--- src/rtl/ternary_conv2d_stream.sv ---
// ternary_conv2d_stream: streaming valid-mode KxK convolution with ternary weights, all filters in parallel
module ternary_conv2d_stream #(
  parameter int DATA_W   = 9,
  parameter int IMG_W    = 5,
  parameter int IMG_H    = 5,
  parameter int K        = 3,
  parameter int NUM_FILT = 2,
  parameter int ACC_W    = 12
) (
  input  logic                         clk,
  input  logic                         reset,
  input  logic                         w_valid,
  output logic                         w_ready,
  input  logic [2*NUM_FILT-1:0]        w_data,
  input  logic                         reload_w,
  input  logic                         pix_valid,
  output logic                         pix_ready,
  input  logic signed [DATA_W-1:0]     pix_data,
  output logic                         out_valid,
  input  logic                         out_ready,
  output logic [NUM_FILT*ACC_W-1:0]    out_data,
  output logic [7:0]                   out_row,
  output logic [7:0]                   out_col,
  output logic                         frame_done
);
  localparam int NT    = K * K;
  localparam int TW    = $clog2(NT);
  localparam int DEPTH = (K - 1) * IMG_W + K;
  localparam int RAW_W = DATA_W + $clog2(NT);
  localparam int SUM_W = RAW_W > ACC_W ? RAW_W : ACC_W;
  localparam logic signed [SUM_W-1:0] MAXV = SUM_W'((64'sd1 <<< (ACC_W - 1)) - 64'sd1);
  localparam logic signed [SUM_W-1:0] MINV = ~MAXV;
  localparam logic [7:0]    LAST_C = 8'(IMG_W - 1);
  localparam logic [7:0]    LAST_R = 8'(IMG_H - 1);
  localparam logic [7:0]    KM1    = 8'(K - 1);
  localparam logic [TW-1:0] LAST_T = TW'(NT - 1);

  typedef enum logic {S_WLOAD, S_RUN} state_t;
  state_t state_q, state_d;

  logic [2*NUM_FILT-1:0]     w_q [NT];
  logic [TW-1:0]             t_q;
  logic [7:0]                row_q, col_q, out_row_q, out_col_q;
  logic signed [DATA_W-1:0]  lb_q [DEPTH-1];
  logic signed [DATA_W-1:0]  win [DEPTH];
  logic signed [SUM_W-1:0]   acc [NUM_FILT];
  logic [NUM_FILT*ACC_W-1:0] res, out_data_q;
  logic                      out_valid_q, accept, emit, hs, reload_take, w_take;

  assign w_take      = state_q == S_WLOAD && w_valid;
  assign reload_take = state_q == S_RUN && reload_w && row_q == 8'd0 && col_q == 8'd0 && !out_valid_q;
  assign hs          = out_valid_q && out_ready;
  assign w_ready     = state_q == S_WLOAD;
  assign pix_ready   = state_q == S_RUN && !reload_take && (!out_valid_q || out_ready);
  assign accept      = pix_valid && pix_ready;
  assign emit        = accept && row_q >= KM1 && col_q >= KM1;
  assign out_valid   = out_valid_q;
  assign out_data    = out_data_q;
  assign out_row     = out_row_q;
  assign out_col     = out_col_q;
  assign frame_done  = hs && out_row_q == 8'(IMG_H - K) && out_col_q == 8'(IMG_W - K);

  always_comb begin
    state_d = (w_take && t_q == LAST_T) ? S_RUN : reload_take ? S_WLOAD : state_q;
  end

  // win[0] is the incoming pixel; win[n] is the pixel accepted n pixels earlier
  always_comb begin
    win[0] = pix_data;
    for (int i = 1; i < DEPTH; i++) win[i] = lb_q[i-1];
  end

  always_comb begin
    res = '0;
    for (int f = 0; f < NUM_FILT; f++) begin
      acc[f] = '0;
      for (int i = 0; i < K; i++)
        for (int j = 0; j < K; j++)
          acc[f] = acc[f] + (w_q[i*K+j][2*f +: 2] == 2'b01 ?  SUM_W'(win[(K-1-i)*IMG_W + K-1-j]) :
                             w_q[i*K+j][2*f +: 2] == 2'b11 ? -SUM_W'(win[(K-1-i)*IMG_W + K-1-j]) : '0);
      res[f*ACC_W +: ACC_W] = ACC_W'(acc[f] > MAXV ? MAXV : acc[f] < MINV ? MINV : acc[f]);
    end
  end

  always_ff @(posedge clk) begin
    if (reset) begin
      state_q     <= S_WLOAD;
      t_q         <= '0;
      row_q       <= '0;
      col_q       <= '0;
      out_valid_q <= 1'b0;
      out_data_q  <= '0;
      out_row_q   <= '0;
      out_col_q   <= '0;
      for (int i = 0; i < NT; i++) w_q[i] <= '0;
      for (int i = 0; i < DEPTH - 1; i++) lb_q[i] <= '0;
    end else begin
      state_q <= state_d;
      if (w_take) begin
        w_q[t_q] <= w_data;
        t_q      <= t_q == LAST_T ? '0 : t_q + TW'(1);
      end
      if (reload_take) for (int i = 0; i < NT; i++) w_q[i] <= '0;
      if (accept) begin
        lb_q[0] <= pix_data;
        for (int i = 1; i < DEPTH - 1; i++) lb_q[i] <= lb_q[i-1];
        col_q <= col_q == LAST_C ? '0 : col_q + 8'd1;
        row_q <= col_q != LAST_C ? row_q : row_q == LAST_R ? '0 : row_q + 8'd1;
      end
      if (emit) begin
        out_valid_q <= 1'b1;
        out_data_q  <= res;
        out_row_q   <= row_q - KM1;
        out_col_q   <= col_q - KM1;
      end else if (hs) out_valid_q <= 1'b0;
    end
  end
endmodule

--- config.mk ---
export PLATFORM = sky130hd
export DESIGN_NAME = ternary_conv2d_stream
export DESIGN_NICKNAME = d
export VERILOG_FILES = /design/src/rtl/ternary_conv2d_stream.sv
export SDC_FILE = /design/constraint.sdc
export NUM_CORES = 1
export LEC_CHECK = 0
export CORE_ASPECT_RATIO = 1.5
export CORE_MARGIN = 2
export CORE_UTILIZATION = 65
export CTS_BUF_LIST = sky130_fd_sc_hd__clkbuf_2
export CTS_CLUSTER_DIAMETER = 50
export DETAILED_ROUTE_END_ITERATION = 10
export GPL_TIMING_DRIVEN = 0
export PLACE_DENSITY = 0.9
export SETUP_SLACK_MARGIN = 0.3
export SYNTH_ARGS = -nofsm -noshare
export SYNTH_HDL_FRONTEND = slang
export SYNTH_SLANG_ARGS = --single-unit
--- constraint.sdc ---
create_clock -name clk -period 18.5 [get_ports clk]
set_clock_uncertainty 0.15 [all_clocks]
set_input_delay 3.7 -clock clk [delete_from_list [all_inputs] [get_ports clk]]
set_output_delay 3.7 -clock clk [all_outputs]
set_load 0.01 [all_outputs]
==> results of run 1 <==
==> path summary, 6_finish.rpt <==
| path | from | end | slack [ns] |
|---|---|---|---|
| worst max-delay path | pix_data[2] | out_data[5] | 8.66 |
| worst min-delay path | row_q[0] | out_row[0] | 0.34 |
| worst max register to register | lb_q[2][29] | out_data[5] | 11.29 |
| worst min register to register | row_q[0] | out_row[0] | 0.34 |
==> synth_stat cells (all sizes together), types with 12 or more instances <==
library cell / number / area share, %
xnor2: 136 / 7.0
or3: 36 / 1.3
nor2: 122 / 2.6
fa: 160 / 18
nor3: 26 / 0.75
inv: 186 / 4.0
nand2b: 34 / 1.2
nor2b: 73 / 2.6
a211oi: 31 / 1.5
a21boi: 13 / 0.56
o21ai: 59 / 1.8
dfxtp: 62 / 7.2
ha: 49 / 3.5
edfxtp: 144 / 25
nand2: 245 / 5.3
and2: 148 / 5.3
clkbuf: 78 / 1.7
xor2: 39 / 2.0
a21oi: 36 / 1.0
o21a: 12 / 0.52
==> critical path, delay by kind of cell <==
kind,cells,cell delay (ns)
adders and majority gates,5,2.29
xor gates and xnor gates,7,2.03
and+or+nand+nor,6,1.51
buffers and inverters,1,0.55
AOI/OAI and AO/OA,2,0.43
==> cell families (layout without fill, tap and decap cells) <==
group | Yosys count | count (layout) | synth area share [%]
adder cells (fa/ha/maj) | 217 | 217 | 22.5
AND/OR/NAND/NOR | 743 | 743 | 21.7
other | 0 | 1 | 0
multiplexers | 13 | 13 | 0.765
AO/OA/AOI/OAI | 193 | 193 | 7.30
buffers and inverters | 270 | 424 | 5.90
XOR/XNOR | 181 | 181 | 9.76
flip-flops | 206 | 206 | 32.1
==> flip-flops by register name (all words and copies together) (netlist names) <==
signal	flops
t_q	4
row_q	8
w_q	36
state_q	1
lb_q	108
out_col	8
out_data	24
col_q	8
out_row	8
out_valid	1
==> cell type report <==
type	instances	area (um2)
flip-flops and latches	206	5570
multi-input cells	1347	10800
clock inverters	23	158
well taps	337	422
clock buffers	69	345
inverters	186	698
diodes	1	2.50
repair buffers	62	638
fillers	2009	7490
plain buffers	84	325
==> per-stage QoR <==
| step | util (%) | setup slack (ns) | instance area, um2 | std cells |
|---|---|---|---|---|
| after floorplan | - | 8.93 | 17300 | 1823 |
| after global placement | 69.6 | 7.92 | 18400 | 2221 |
| after detailed placement | 69.7 | 7.79 | 18400 | 2222 |
| after CTS | 71.6 | 8.71 | 18900 | 2314 |
| after global routing | 71.6 | 8.23 | 18900 | 2315 |
| final | 71.6 | 8.66 | 18900 | 2315 |
==> layer usage <==
metal / vias to the layer above / global-route usage [%] / part of all wire, %
li1: 6149 / - / -
met1: 6453 / 40.7 / 34
met2: 628 / 61.9 / 49
met3: 182 / 8.13 / 7.5
met4: 0 / 27.5 / 8.8
met5: - / 0 / 0
==> report_power, final <==
group / internal [mW] / total, mW / switching (mW)
logic: 0.334 / 0.813 / 0.479
clock network: 0.132 / 0.330 / 0.198
registers: 0.505 / 0.519 / 0.0136
total: 0.971 / 1.66 / 0.691
==> implementation parameters, run 1 <==
Parameter                              Value

Floorplan
  Floorplan core area ... around 26,000 um2
  FP Rows ... 73
  Initial core utilization ... between 60% and 70%
  Die width ... 137 um
  Top-Level Pins ... between 60 and 70
  Die Ht ... around 200 um
  Die area ... around 28,000 um2

Critical path
  Largest incremental delay on the critical path ... 0.55 ns
  Data arrival time of the critical path ... about 11 ns
  Cell repeated most along the worst path ... sky130_fd_sc_hd__fa_1
  Kind of launch point of the worst setup path ... input pin
  Type of the setup path with the least slack ... input pin to register
  Maximum fanout encountered on the critical timing path ... 5
  Required time of the critical path ... between 15 and 20 ns
  Cell at the slowest stage of the critical path ... sky130_fd_sc_hd__clkdlybuf4s50_1
  CP endpoint kind ... register
  Critical path cell sequence ... clkdlybuf4s50_1 -> or3_1 -> or3_1 -> or3_1 -> nor2_1 -> nor2_1 -> a21o_1 -> nand2_1 -> fa_1 -> fa_1 -> fa_1 -> fa_1 -> xnor3_1 -> xnor3_1 -> xnor2_1 -> xnor2_2 -> xnor3_1 -> xnor3_2 -> xnor2_2 -> maj3_2 -> a211oi_2
  Depth of the worst register-to-register path ... 21

GRT
  Total gr overflow ... 0
  Maximum number of pins on one net before global-route repair ... 56
  Tot GR Track Use ... about 37%
  Wire length of the first global-routing pass ... 76,000 um
  Initial antenna violation count ... 3
  Via count of the first global-routing pass ... between 10,000 and 15,000

Logic synthesis
  Post-synth top flop ... sky130_fd_sc_hd__edfxtp_1
  Warnings, synthesis ... 0
  Post-Syn Area ... roughly 17,000 um2
  Count of different cell masters after synthesis ... 64
  Flops & latches, synth ... roughly 200
  Average cell area after synthesis ... 9.51 um2
  Share of synthesized flip-flops with an asynchronous set or reset ... 0%
  Share of the yosys chip area belonging to registers ... 32.1%
  Cells after Synth ... 1,823
  Synthesized net count ... ~2,100
  Count of flip-flops with a built-in enable after synthesis ... ~140

Cells and area
  Highest-count cells in the layout ignoring fill and taps ... 245 x sky130_fd_sc_hd__nand2_1, 186 x sky130_fd_sc_hd__inv_1, 160 x sky130_fd_sc_hd__fa_1
  Net count, final ... approximately 2,200
  Fraction of layout cells with a size suffix above 1 ... under 10%
  Commonest non-fill, non-tap cell in the layout ... sky130_fd_sc_hd__nand2_1
  Layout overhead on the synthesized area ... 9.07%

Timing
  Max transition margin ... 33.2%
  Sum Neg Setup Slack ... 0 ns
  RSZ-0062 raised after global routing ... false
  Number of setup violations in the final report ... 0
  Final worst path period share ... between 50% and 60%
  Actual slew at the worst max-slew pin ... 1.00 ns
  Final min period ... a little under 10 ns
  Final worst hold slack ... 0.339 ns
  Final count of pins violating max slew ... 0
  Fmax ... roughly 100 MHz
  Final number of hold-violating endpoints ... 0

Drt
  Sum of routed wire length over all layers ... 49,100 um
  Initial DRT Pass Iterations ... 6
  Antenna-violating nets left ... 0
  Detailed-route vias per instance ... 5.79
  Average wire length per cell after detail routing ... 21.2 um
  DRC violation count after routing ... 0
  Iteration-0 DRC count of the detailed router ... 1,004
  Vias after detailed routing ... roughly 13,000

Hold path
  Kind of path behind the tightest hold check ... register to register
  Number of cells traversed by the worst hold path ... 2

Power
  Power per Cell Area ... roughly 88 nW/um2
  Leakage power figure ... around 7.8 nW
  Worst vdd rail ir drop ... approximately 0.000066 V
  Pwr Total ... 1.66 mW

Placement
  Detailed placer's ending HPWL ... slightly below 40,000 um
  Final Wtd Congestion ... roughly 1.1
  Port buffer count ... a little over 60

Clocking
  Sinks on Clock Net ... ~200
  Post-CTS resize count ... 0
  Cts-stage hold buffer count ... 0
  Root cell of the clock tree ... sky130_fd_sc_hd__clkbuf_2
  Clock tree from TritonCTS ... yes
  Total clock buffers created by CTS ... 50
  H-Tree Depth ... 2
  Buffers inserted during post-CTS setup optimization ... 0
  Buffer depth of the longest clock path ... 3
  Worst-skew pair later-pin latency ... roughly 0.91 ns
  Reg clk slew, reported paths ... ~0.12 ns

Status
  Outcome ... finished, final reports clean

Job
  Maxcap violations ... 0
No activity file was read; power rests on OpenSTA's default activity.
==> inputs of run 2 (changes only) <==
Clock period 18.5 ns to 10.2 ns, I/O delays scaled along.
==> results of run 2 <==
Same layout as run 1 (identical final DEF). Status: finished, final reports clean.
Among the figures that moved: setup slack after placement 7.79 ns -> 1.15 ns; setup slack after layout 8.66 ns -> 2.02 ns; register-to-register setup slack 11.29 ns -> 2.99 ns; total power 1.66 mW -> 3.01 mW; worst IR drop on VDD 0.0000661 V -> 0.000120 V
